### src/rtl/uart_pkg.sv
// Shared types and constants for the UART receive path.
// Optional UART_RX_PARITY_EN widens the state encoding to make room for PARITY.
package uart_pkg;

    localparam int unsigned OVERSAMPLE = 16;
    localparam int unsigned MID_TICK   = 7;

`ifdef UART_RX_PARITY_EN
    typedef enum logic [2:0] {
        IDLE   = 3'b000,
        START  = 3'b001,
        DATA   = 3'b010,
        STOP   = 3'b011,
        PARITY = 3'b100
    } rx_state_t;
`else
    typedef enum logic [1:0] {
        IDLE  = 2'b00,
        START = 2'b01,
        DATA  = 2'b10,
        STOP  = 2'b11
    } rx_state_t;
`endif

endpackage

### src/rtl/uart_rx_sampler_if.sv
// Serial-in / byte-out bundle of the UART receiver.
// UART_RX_PARITY_EN adds parity_odd and parity_err.
interface uart_rx_sampler_if #(
    parameter int unsigned DBIT = 8
);
    logic            s_tick;
    logic            rx;
    logic [DBIT-1:0] dout;
    logic            rx_done_tick;
    logic            framing_err;
`ifdef UART_RX_PARITY_EN
    logic            parity_odd;
    logic            parity_err;

    modport master (
        input  s_tick, rx, parity_odd,
        output dout, rx_done_tick, framing_err, parity_err
    );
    modport slave (
        output s_tick, rx, parity_odd,
        input  dout, rx_done_tick, framing_err, parity_err
    );
`else
    modport master (
        input  s_tick, rx,
        output dout, rx_done_tick, framing_err
    );
    modport slave (
        output s_tick, rx,
        input  dout, rx_done_tick, framing_err
    );
`endif
endinterface

### src/rtl/uart_sync2.sv
// Two-flop synchronizer for asynchronous idle-high lines; both flops reset to 1.
module uart_sync2 (
    input  logic clk,
    input  logic reset,
    input  logic d,
    output logic q
);
    logic meta;

    always_ff @(posedge clk) begin
        if (reset) begin
            meta <= 1'b1;
            q    <= 1'b1;
        end else begin
            meta <= d;
            q    <= meta;
        end
    end
endmodule

### src/rtl/uart_rx_sampler.sv
// 16x-oversampling UART receiver: start detect, mid-bit data sampling, stop check.
// Define UART_RX_PARITY_EN to insert a parity bit between data and stop.
module uart_rx_sampler #(
    parameter int unsigned DBIT    = 8,
    parameter int unsigned SB_TICK = 16
) (
    input  logic              clk,
    input  logic              reset,
    uart_rx_sampler_if.master bus
);
    import uart_pkg::*;

    localparam int unsigned SW = 5;
    localparam int unsigned NW = $clog2(DBIT);

    rx_state_t       state;
    logic [SW-1:0]   s_cnt;
    logic [NW-1:0]   n_cnt;
    logic [DBIT-1:0] shift_reg;
    logic [DBIT-1:0] dout_q;
    logic            done_q;
    logic            ferr_q;
    logic            rx_s;
`ifdef UART_RX_PARITY_EN
    logic            par_bit;
    logic            perr_q;
`endif

    uart_sync2 u_sync (
        .clk   (clk),
        .reset (reset),
        .d     (bus.rx),
        .q     (rx_s)
    );

    // Receive FSM; counters only move on oversample ticks except for start detection
    always_ff @(posedge clk) begin
        if (reset) begin
            state     <= IDLE;
            s_cnt     <= '0;
            n_cnt     <= '0;
            shift_reg <= '0;
            dout_q    <= '0;
            done_q    <= 1'b0;
            ferr_q    <= 1'b0;
`ifdef UART_RX_PARITY_EN
            par_bit   <= 1'b0;
            perr_q    <= 1'b0;
`endif
        end else begin
            done_q <= 1'b0;
            case (state)
                IDLE: begin
                    if (!rx_s) begin
                        state <= START;
                        s_cnt <= '0;
                    end
                end
                START: begin
                    if (bus.s_tick) begin
                        if (s_cnt == SW'(MID_TICK)) begin
                            if (!rx_s) begin
                                state <= DATA;
                                s_cnt <= '0;
                                n_cnt <= '0;
                            end else begin
                                state <= IDLE;
                            end
                        end else begin
                            s_cnt <= s_cnt + SW'(1);
                        end
                    end
                end
                DATA: begin
                    if (bus.s_tick) begin
                        if (s_cnt == SW'(OVERSAMPLE - 1)) begin
                            shift_reg <= {rx_s, shift_reg[DBIT-1:1]};
                            s_cnt     <= '0;
                            if (n_cnt == NW'(DBIT - 1)) begin
`ifdef UART_RX_PARITY_EN
                                state <= PARITY;
`else
                                state <= STOP;
`endif
                            end else begin
                                n_cnt <= n_cnt + NW'(1);
                            end
                        end else begin
                            s_cnt <= s_cnt + SW'(1);
                        end
                    end
                end
`ifdef UART_RX_PARITY_EN
                PARITY: begin
                    if (bus.s_tick) begin
                        if (s_cnt == SW'(OVERSAMPLE - 1)) begin
                            par_bit <= rx_s;
                            s_cnt   <= '0;
                            state   <= STOP;
                        end else begin
                            s_cnt <= s_cnt + SW'(1);
                        end
                    end
                end
`endif
                STOP: begin
                    if (bus.s_tick) begin
                        if (s_cnt == SW'(SB_TICK - 1)) begin
                            state  <= IDLE;
                            dout_q <= shift_reg;
                            ferr_q <= ~rx_s;
                            done_q <= 1'b1;
`ifdef UART_RX_PARITY_EN
                            perr_q <= (^shift_reg) ^ par_bit ^ bus.parity_odd;
`endif
                        end else begin
                            s_cnt <= s_cnt + SW'(1);
                        end
                    end
                end
                default: state <= IDLE;
            endcase
        end
    end

    assign bus.dout         = dout_q;
    assign bus.rx_done_tick = done_q;
    assign bus.framing_err  = ferr_q;
`ifdef UART_RX_PARITY_EN
    assign bus.parity_err   = perr_q;
`endif
endmodule

### src/flat_wrapper.sv
// flat-port wrapper written by rule: the top's interface ports become plain ports
module uart_rx_sampler_flat import uart_pkg::*;
#(
    parameter int unsigned DBIT    = 8,
    parameter int unsigned SB_TICK = 16
)
  (clk, reset, bus_s_tick, bus_rx, bus_dout, bus_rx_done_tick, bus_framing_err);
  uart_rx_sampler_if #(.DBIT(DBIT)) bus_i ();
  input  logic clk;
  input  logic reset;
  input wire logic [$bits(bus_i.s_tick)-1:0] bus_s_tick;
  input wire logic [$bits(bus_i.rx)-1:0] bus_rx;
  output wire logic [$bits(bus_i.dout)-1:0] bus_dout;
  output wire logic [$bits(bus_i.rx_done_tick)-1:0] bus_rx_done_tick;
  output wire logic [$bits(bus_i.framing_err)-1:0] bus_framing_err;
  assign bus_i.s_tick = bus_s_tick;
  assign bus_i.rx = bus_rx;
  assign bus_dout = bus_i.dout;
  assign bus_rx_done_tick = bus_i.rx_done_tick;
  assign bus_framing_err = bus_i.framing_err;
  uart_rx_sampler #(.DBIT(DBIT), .SB_TICK(SB_TICK)) u_core (.clk(clk), .reset(reset), .bus(bus_i));
endmodule
### config.mk
export PLATFORM = sky130hd
export DESIGN_NAME = uart_rx_sampler_flat
export DESIGN_NICKNAME = d
export VERILOG_FILES = /design/src/rtl/uart_pkg.sv /design/src/rtl/uart_rx_sampler_if.sv /design/src/rtl/uart_sync2.sv /design/src/rtl/uart_rx_sampler.sv /design/src/flat_wrapper.sv
export SDC_FILE = /design/constraint.sdc
export NUM_CORES = 1
export LEC_CHECK = 0
export BUFFER_PORTS_ARGS = -buffer_cell sky130_fd_sc_hd__buf_2
export CAP_MARGIN = 10
export CORE_MARGIN = 3
export CORE_UTILIZATION = 61
export CTS_CLUSTER_SIZE = 20
export DETAILED_ROUTE_END_ITERATION = 8
export PLACE_DENSITY = 0.87
export RECOVER_POWER = 100
export SYNTH_ARGS = -nofsm -noshare
export SYNTH_HDL_FRONTEND = slang
export SYNTH_SLANG_ARGS = --single-unit
### constraint.sdc
create_clock -name clk -period 5.34 [get_ports clk]
set_input_delay 1.068 -clock clk [delete_from_list [all_inputs] [get_ports clk]]
set_output_delay 1.068 -clock clk [all_outputs]
set_load 0.005 [all_outputs]
==> impl_metrics.toml, run 1 <==
[outcome]
status = "finished, final reports clean"

[cts]
cts_tree = "yes"
clock_path_buffers = 2
root_buffer = "clkbuf_4"
cts_resized = 0
cts_made_buffers = 5
cts.sinks = 30
hold_buffers = 0
postCtsSetupRepairBufs = 0
cts_max_level = 2
clkLatencyLatePin_ns = 0.33
clk_pin_slew_worst_paths_ns = 0.09

[drt]
wirelength_um = 2790
drc = 0
antenna_left = 0
num_vias = 1160
initialDrtViolationCount = 31
firstDrtPassIters = 4
via_per_inst = 5.83
wl_per_cell_um = 14.0

[power_and_ir_drop]
p_sw_uw = 89.7
power.clock.fraction = 0.434
vdd_drop_max_mv = 0.217
leakagePower_uw = 0.000525
p_per_area_nw_per_um2 = 285
p_comb_frac = 0.034
pwr-share-seq = 0.531
switching_share = 0.209
internal_power_uw = 340

[sta]
slew_headroom = 0.136
setup-violations-final = 0
fmax_mhz = 395
tns_ns = 0
drv_slew = 0
rsz0062_at_grt = "false"
finClkSkew_ns = 0.00472
tightest_slew_ns = 1.30
finalHoldViolations = 0
post-route-period-util = 0.474
layout_min_cycle_time_ns = 2.53

[worst_hold_path]
hp-class = "flip-flop to flip-flop"
whs_path_depth = 1
min_to = "u_core.u_sync.q"
holdCritStartpoint = "u_core.u_sync.meta"

[global_routing]
grt_pass1_wl_um = 4600
grt_overflow = 0
grt_busiest_layer = "met2"
grt_pass1_vias = 1063
grtUsageMet2 = 0.339
grt_max_degree = 32
grt_usage = 0.224
antenna_found_initial = 0
gr-usage-met1 = 0.272
grtUsageMet3 = 0.0914

[cells_and_area]
fillers = 164
nNetsFinal = 181
drive_above_1_share = 0.128
final_cells = 199
syn2layout_area_growth_pct = 7.59
antenna_cells = 0

[setup_path]
crit_buf_inv = 1
cp_max_fo = 31
timing.rr.start = "u_core.s_cnt[0]"
arrival_ns = 2.76
worstPathCellList = "clkbuf_1 -> nand4bb_1 -> o22ai_1 -> o21ai_0 -> a21bo_2"
crit_required_ns = 5.57
crit_slowest_cell = "clkbuf_1"
max_stage_delay_ns = 0.92
crit_type = "primary input to flip-flop"
cp-start-kind = "primary input"
cp-end-kind = "flip-flop"
cp_top_family = "buffers and inverters"
r2r_cells = 7
cp.depth = 5
r2r_setup_slack_ns = 2.90
r2r-end = "u_core.n_cnt[0]"

[floorplanning]
rows = 16
initial_core_util = 0.680
num_io_pins = 14
core_area_um2 = 2060
die_h_um = 53.9
dieWidth_um = 53.9
dieArea_um2 = 2910

[synthesis]
syn_inst = 160
synth-seq-cells = 30
syn_area_um2 = 1400
seq_area_frac_synth = 0.429
synth_top_cell_by_area = "dfxtp_1"
syn_avg_cell_area_um2 = 8.76
async_reset_ff_frac = 0
ys_types = 42
synth_warnings = 0
synth_edf_count = 0
ys_top_cells_by_count = "nand2_1, dfxtp_1, a21oi_1"
synth_top_flop_cell = "dfxtp_1"
synth_top_area_frac = 0.429
synth.most_common_cell = "nand2_1"
synth_area_leaders = "dfxtp_1, nand2_1, a21oi_1"
syn_nets = 169

[place]
place.gp.congestion = 0.809
placed_cells = 192
io_buffers = 13
hpwl_um = 1930

[flow_run]
drv_cap = 0
-- cell families (layout without fill, tap and decap cells) --
family	after synthesis	count (layout)	share of synthesized area
adders and majority gates	5	5	0.0446
AOI/OAI and AO/OA	41	41	0.195
buffers and inverters	14	26	0.0545
muxes	1	1	0.00714
DFF	30	30	0.429
xor gates and xnor gates	1	1	0.00625
and+or+nand+nor	68	68	0.264
-- power by group through the flow --
| stage | Combinational [µW] | Sequential [µW] | Clock (µW) |
|---|---|---|---|
| floorplan | 14.5 | 231 | 0 |
| global placement | 13.5 | 233 | 0 |
| detailed placement | 14.4 | 233 | 0 |
| CTS | 14.6 | 228 | 188 |
| global route | 16.0 | 228 | 198 |
| finish | 14.7 | 228 | 186 |
-- worst max-delay path by stage --
| stage | startpoint | end | slack (ns) |
|---|---|---|---|
| after floorplan | bus_s_tick | u_core.s_cnt[3] | 3.33 |
| after detailed placement | bus_s_tick | u_core.n_cnt[0] | 2.92 |
| after CTS | u_core.s_cnt[0] | u_core.n_cnt[0] | 2.96 |
| final | reset | u_core.s_cnt[2] | 2.81 |
| after global routing | u_core.s_cnt[0] | u_core.n_cnt[0] | 2.75 |
| after global placement | bus_s_tick | u_core.n_cnt[0] | 3.02 |
-- layer usage --
layer | vias to the layer above | part of all wire
li1 | 576 | -
met1 | 538 | 0.44
met2 | 38 | 0.47
met3 | 8 | 0.071
met4 | 0 | 0.022
met5 | - | 0
-- per-stage QoR --
step	total power (µW)	cell area, µm²	setup WS [ns]	utilization	hold WS (ns)
2_1_floorplan	245	1400	3.33	-	0.389
3_3_place_gp	246	1450	3.02	0.701	0.398
5_1_grt	443	1510	2.75	0.731	0.443
6_report	429	1510	2.81	0.731	0.413
4_1_cts	430	1530	2.96	0.741	0.413
3_5_place_dp	248	1450	2.92	0.701	0.392
-- cells in the final DEF, fill, tap and decap left out, types with 2 or more instances in the layout --
cell / count
nand2b_1: 2
nor3_1: 2
nor2_1: 4
a21oi_1: 25
o21ai_0: 2
or3_1: 2
dfxtp_1: 30
clkbuf_1: 10
clkbuf_4: 5
ha_1: 5
buf_2: 3
a22o_1: 2
o22ai_1: 2
inv_1: 6
or2_2: 3
nand4b_1: 3
nand2_1: 41
-- cell type report --
cell class,count,area [µm²],share of cell area
clock buffer,6,51.3,0.0340
clock inverter,1,30.0,0.0199
inverter,6,22.5,0.0149
multi-input combinational,116,717,0.476
sequential,30,601,0.398
tap,27,33.8,0.0224
timing repair buffer,13,52.6,0.0349
Power figures use the tool's default switching activity.
==> inputs of run 2 (changes only) <==
--- a/config.mk
+++ b/config.mk
@@ -5,13 +5,14 @@
 export SDC_FILE = /design/constraint.sdc
 export NUM_CORES = 1
 export LEC_CHECK = 0
+export ABC_AREA = 1
 export BUFFER_PORTS_ARGS = -buffer_cell sky130_fd_sc_hd__buf_2
 export CAP_MARGIN = 10
 export CORE_MARGIN = 3
-export CORE_UTILIZATION = 61
+export CORE_UTILIZATION = 57
 export CTS_CLUSTER_SIZE = 20
 export DETAILED_ROUTE_END_ITERATION = 8
-export PLACE_DENSITY = 0.87
+export PLACE_DENSITY = 0.82
 export RECOVER_POWER = 100
 export SYNTH_ARGS = -nofsm -noshare
 export SYNTH_HDL_FRONTEND = slang
==> constraint.sdc (replaced) <==
create_clock -name clk -period 2.5 [get_ports clk]
set_input_delay 0.5 -clock clk [delete_from_list [all_inputs] [get_ports clk]]
set_output_delay 0.5 -clock clk [all_outputs]
set_load 0.005 [all_outputs]
==> run 2 against run 1 <==
  * Routed wire length up 5.1%
  * Die area up 10%
  * Worst setup slack worse by 2.3 ns
  * Sequential cell count is the same
  * Cell area grew 2.2%
  * Power increased by 99%
  * Cell count is 19% higher
  * Sequential share of layout area decreased by 0.84 points
  * Utilization fell by 6.7 points
  * Register-to-register slack lost 2.4 ns
  * Critical path depth rose by 4
  * Critical endpoint is now u_core.bus.dout[2]
  * Clock power grew 60%
==> impl_metrics.toml, run 2 <==
[global_routing]
grt_max_degree = 22
grt_usage = 0.196
grt_overflow = 0
grt_pass1_vias = 1130
antenna_found_initial = 0
grt_pass1_wl_um = 4920

[sta]
finClkSkew_ns = 0.00331
drv_slew = 0
tns_ns = 0
setup-violations-final = 0
finalHoldViolations = 0
slew_headroom = 0.620
post-route-period-util = 0.813
fmax_mhz = 492
tightest_slew_ns = 0.570
layout_min_cycle_time_ns = 2.03
rsz0062_at_grt = "false"

[place]
io_buffers = 13
dpl_cell_area_um2 = 1510
hpwl_um = 2190
place.gp.congestion = 0.951

[setup_path]
arrival_ns = 2.25
crit_type = "flip-flop to flip-flop"
cp_max_fo = 11
cp-end-kind = "flip-flop"
crit_required_ns = 2.72
cp-start-kind = "flip-flop"

[flow_run]
drv_cap = 0

[worst_hold_path]
hp-class = "primary input to flip-flop"

[drt]
num_vias = 1275
antenna_left = 0
drc = 0
wirelength_um = 2940
via_per_inst = 5.40
initialDrtViolationCount = 55
firstDrtPassIters = 4
wl_per_cell_um = 12.4

[power_and_ir_drop]
vdd_drop_max_mv = 0.482
report.power.total_uw = 853
p_per_area_nw_per_um2 = 554
leakagePower_uw = 0.000694

[floorplanning]
dieArea_um2 = 3200
rows = 17
initial_core_util = 0.629
die_h_um = 56.6
dieWidth_um = 56.6
core_area_um2 = 2320
num_io_pins = 14

[cells_and_area]
layout_commonest_cell = "nor2_1"
nNetsFinal = 216
design_area_um2 = 1540
syn2layout_area_growth_pct = 5.57
mostFrequentLayoutCells = "nor2_1, dfxtp_1, nand2_1"
drive_above_1_share = 0.183
antenna_cells = 0

[cts]
cts_tree = "yes"
clk_pin_slew_worst_paths_ns = 0.09
cts.sinks = 30
clkLatencyLatePin_ns = 0.32
clock_path_buffers = 2
cts_resized = 0
cts_made_buffers = 5
root_buffer = "clkbuf_4"
cts_max_level = 2
hold_buffers = 0
postCtsSetupRepairBufs = 0

[synthesis]
ys_types = 25
synth.most_common_cell = "nor2_1"
seq_area_frac_synth = 0.412
synth_area_leaders = "dfxtp_1, nor2_1, nand2_1"
syn_nets = 202
syn_inst = 193
async_reset_ff_frac = 0
synth_top_area_frac = 0.412
ys_top_cells_by_count = "nor2_1, dfxtp_1, nand2_1"
synth_top_cell_by_area = "dfxtp_1"
synth-seq-cells = 30
synth_warnings = 0
syn_area_um2 = 1460
synth_top_flop_cell = "dfxtp_1"
syn_avg_cell_area_um2 = 7.56
synth_edf_count = 0

[outcome]
status = "finished, final reports clean"
==> run 2: logic make-up after synthesis <==
logic type | Yosys count | share of synthesized area
AOI/OAI and AO/OA | 32 | 0.112
DFF | 30 | 0.412
buffers and inverters | 25 | 0.0875
and+or+nand+nor | 101 | 0.346
adders and majority gates | 5 | 0.0429
==> run 2: worst max-delay path, stage by stage, from the launching register on <==
cell     delay [ns]
dfxtp_1        0.42
ha_1           0.20
nand2_1        0.11
nor2_1         0.15
ha_1           0.21
nand3_1        0.16
nor2_4         0.27
inv_1          0.19
nor2_1         0.14
nor2_1         0.06
==> run 2: stage by stage <==
step	hold WS, ns	instances	setup slack (ns)	util
4_1_cts	0.353	236	0.593	0.678
5_1_grt	0.351	236	0.272	0.664
3_5_place_dp	0.399	228	0.618	0.652
2_1_floorplan	0.389	193	0.888	-
3_3_place_gp	0.393	228	0.731	0.652
6_report	0.358	236	0.467	0.664
==> run 2: per-layer routing <==
layer | vias to the layer above | part of all wire | global-route usage
li1 | 644 | - | -
met4 | 0 | 0.013 | 0.0814
met2 | 42 | 0.43 | 0.282
met5 | - | 0 | 0
met1 | 580 | 0.48 | 0.272
met3 | 9 | 0.082 | 0.0552
==> run 2: path summary, 6_finish.rpt <==
| kind | slack (ns) | cells after the start | end | startpoint |
|---|---|---|---|---|
| max | 0.47 | 9 | u_core.bus.dout[2] | u_core.s_cnt[0] |
| min | 0.36 | 2 | u_core.u_sync.meta | bus_rx |
| max reg2reg | 0.47 | 9 | u_core.bus.dout[2] | u_core.s_cnt[0] |
| min reg2reg | 0.42 | 1 | u_core.u_sync.q | u_core.u_sync.meta |
==> run 2: final cells by class <==
| class | count | area (µm²) |
|---|---|---|
| tap | 28 | 35.0 |
| fill | 200 | 778 |
| inverter | 19 | 80.1 |
| timing repair buffer | 13 | 60.1 |
| clock inverter | 1 | 5.00 |
| multi-input combinational | 138 | 704 |
| clock buffer | 7 | 55.1 |
| sequential | 30 | 601 |
==> run 2: power by group <==
part	leakage (µW)	internal [µW]	switching [µW]
sequential	0.000242	482	12.1
clock	0.0000353	136	161
combinational	0.000417	20.7	41.8
total	0.000694	639	214
==> inputs of run 3 (changes only) <==
--- a/config.mk
+++ b/config.mk
@@ -5,14 +5,14 @@
 export SDC_FILE = /design/constraint.sdc
 export NUM_CORES = 1
 export LEC_CHECK = 0
-export ABC_AREA = 1
+export ABC_AREA = 0
 export BUFFER_PORTS_ARGS = -buffer_cell sky130_fd_sc_hd__buf_2
 export CAP_MARGIN = 10
 export CORE_MARGIN = 3
-export CORE_UTILIZATION = 57
+export CORE_UTILIZATION = 51
 export CTS_CLUSTER_SIZE = 20
 export DETAILED_ROUTE_END_ITERATION = 8
-export PLACE_DENSITY = 0.82
+export PLACE_DENSITY = 0.78
 export RECOVER_POWER = 100
 export SYNTH_ARGS = -nofsm -noshare
 export SYNTH_HDL_FRONTEND = slang
==> constraint.sdc (replaced) <==
create_clock -name clk -period 1.7 [get_ports clk]
set_input_delay 0.34 -clock clk [delete_from_list [all_inputs] [get_ports clk]]
set_output_delay 0.34 -clock clk [all_outputs]
set_load 0.005 [all_outputs]
==> run 3 against run 2 <==
  * First-iteration DRC count fell by 35%
  * Clock power is 99% higher
  * Critical path type unchanged
  * Combinational power shrank 7.4%
  * Routed wire length grew 7.3%
  * Power up 60%
  * Worst setup slack worse by 0.38 ns
  * Highest routed layer unchanged
  * Sequential power rose by 45%
  * Sequential cell count unchanged
  * Critical path depth decreased by 2
==> impl_metrics.toml, run 3 (synthesis results as in run 1) <==
[global_routing]
grt_usage = 0.197
grt_overflow = 0
grt_pass1_vias = 1182
antenna_found_initial = 0
grt_max_degree = 29
grt_pass1_wl_um = 5080

[drt]
wirelength_um = 3150
num_vias = 1215
drc = 0
wl_per_cell_um = 14.4
firstDrtPassIters = 4
antenna_left = 0
initialDrtViolationCount = 36
via_per_inst = 5.55

[cts]
clk_pin_slew_worst_paths_ns = 0.09
cts_max_level = 2
cts_tree = "yes"
clock_path_buffers = 2
root_buffer = "clkbuf_4"
clkLatencyLatePin_ns = 0.33
cts_made_buffers = 5
cts.sinks = 30
hold_buffers = 0

[cells_and_area]
antenna_cells = 0
fillers = 225
final_util = 0.670
layout_commonest_cell = "nand2_1"
syn2layout_area_growth_pct = 21.7
multi_input_area_um2 = 774
seqCellArea_um2 = 604
nNetsFinal = 198
drive_above_1_share = 0.291
mostFrequentLayoutCells = "nand2_1, dfxtp_1, a21oi_1"

[power_and_ir_drop]
p_per_area_nw_per_um2 = 799
vdd_drop_max_mv = 0.625
leakagePower_uw = 0.000644

[setup_path]
crit_type = "flip-flop to flip-flop"
cp-start-kind = "flip-flop"
crit_required_ns = 1.99
cp-end-kind = "flip-flop"
cp_max_fo = 6
arrival_ns = 1.90

[sta]
tns_ns = 0
layout_min_cycle_time_ns = 1.61
finalHoldViolations = 0
fin_ws_ns = 0.0878
setup-violations-final = 0
post-route-period-util = 0.948
finClkSkew_ns = 0.00468
tightest_slew_ns = 0.555
fmax_mhz = 620
slew_headroom = 0.629
drv_slew = 0

[place]
hpwl_um = 2040
io_buffers = 13
place.gp.congestion = 0.806
post-place-ws_ns = -0.0359

[floorplanning]
core_area_um2 = 2540
dieWidth_um = 58.4
initial_core_util = 0.551
num_io_pins = 14
die_h_um = 58.4
dieArea_um2 = 3410
rows = 18

[flow_run]
drv_cap = 0

[worst_hold_path]
hp-class = "primary input to flip-flop"

[outcome]
status = "finished, final reports clean"
## run 3: final timing paths
check,endpoint,start,cells after the start,slack (ns)
worst min-delay path,u_core.u_sync.meta,bus_rx,2,0.18
worst max-delay path,u_core.s_cnt[2],u_core.s_cnt[0],7,0.09
worst min register to register,u_core.u_sync.q,u_core.u_sync.meta,1,0.42
worst max register to register,u_core.s_cnt[2],u_core.s_cnt[0],7,0.09
## run 3: final cells by class
type | count | share of cell area
clock buffers | 6 | 0.0301
clock inverters | 1 | 0.0176
inverters | 6 | 0.0132
multi-input cells | 116 | 0.454
flip-flops and latches | 30 | 0.354
well taps | 30 | 0.0220
repair buffers | 30 | 0.109
## run 3: metrics by stage
stage | hold WS (ns) | std cells | cell area, µm² | power, µW
2_1_floorplan | 0.389 | 160 | 1410 | 771
4_1_cts | 0.163 | 214 | 1650 | 1380
5_1_grt | 0.160 | 219 | 1710 | 1420
3_5_place_dp | 0.403 | 206 | 1540 | 784
6_report | 0.183 | 219 | 1710 | 1360
3_3_place_gp | 0.395 | 206 | 1540 | 782
## run 3: repair_timing
item	CTS	global route
setup buffers	1	5
setup endpoints to repair	14	21
gates resized for setup	3	8
pin swaps	2	8
hold endpoints to repair	0	0
## run 3: metal layers
metal / vias to the layer above / wire, µm / GRT usage / part of all wire
li1: 607 / - / - / -
met1: 584 / 1310 / 0.215 / 0.42
met2: 22 / 1670 / 0.356 / 0.53
met3: 2 / 145 / 0.0461 / 0.046
met4: 0 / 21 / 0.0894 / 0.0067
met5: - / 0 / 0 / 0
## run 3: power by group
group	switching [µW]	internal, µW	leakage [µW]	total, µW
logic	33.0	24.8	0.000356	57.8
registers	7.76	707	0.000244	715
clock network	248	342	0.0000443	590
## run 3: critical path, stage by stage, from the launching register on
cell     delay, ns
dfxtp_2       0.35
ha_4          0.15
and3_4        0.15
ha_4          0.19
or2b_1        0.26
o22ai_2       0.18
o21ai_0       0.09
a21bo_2       0.19
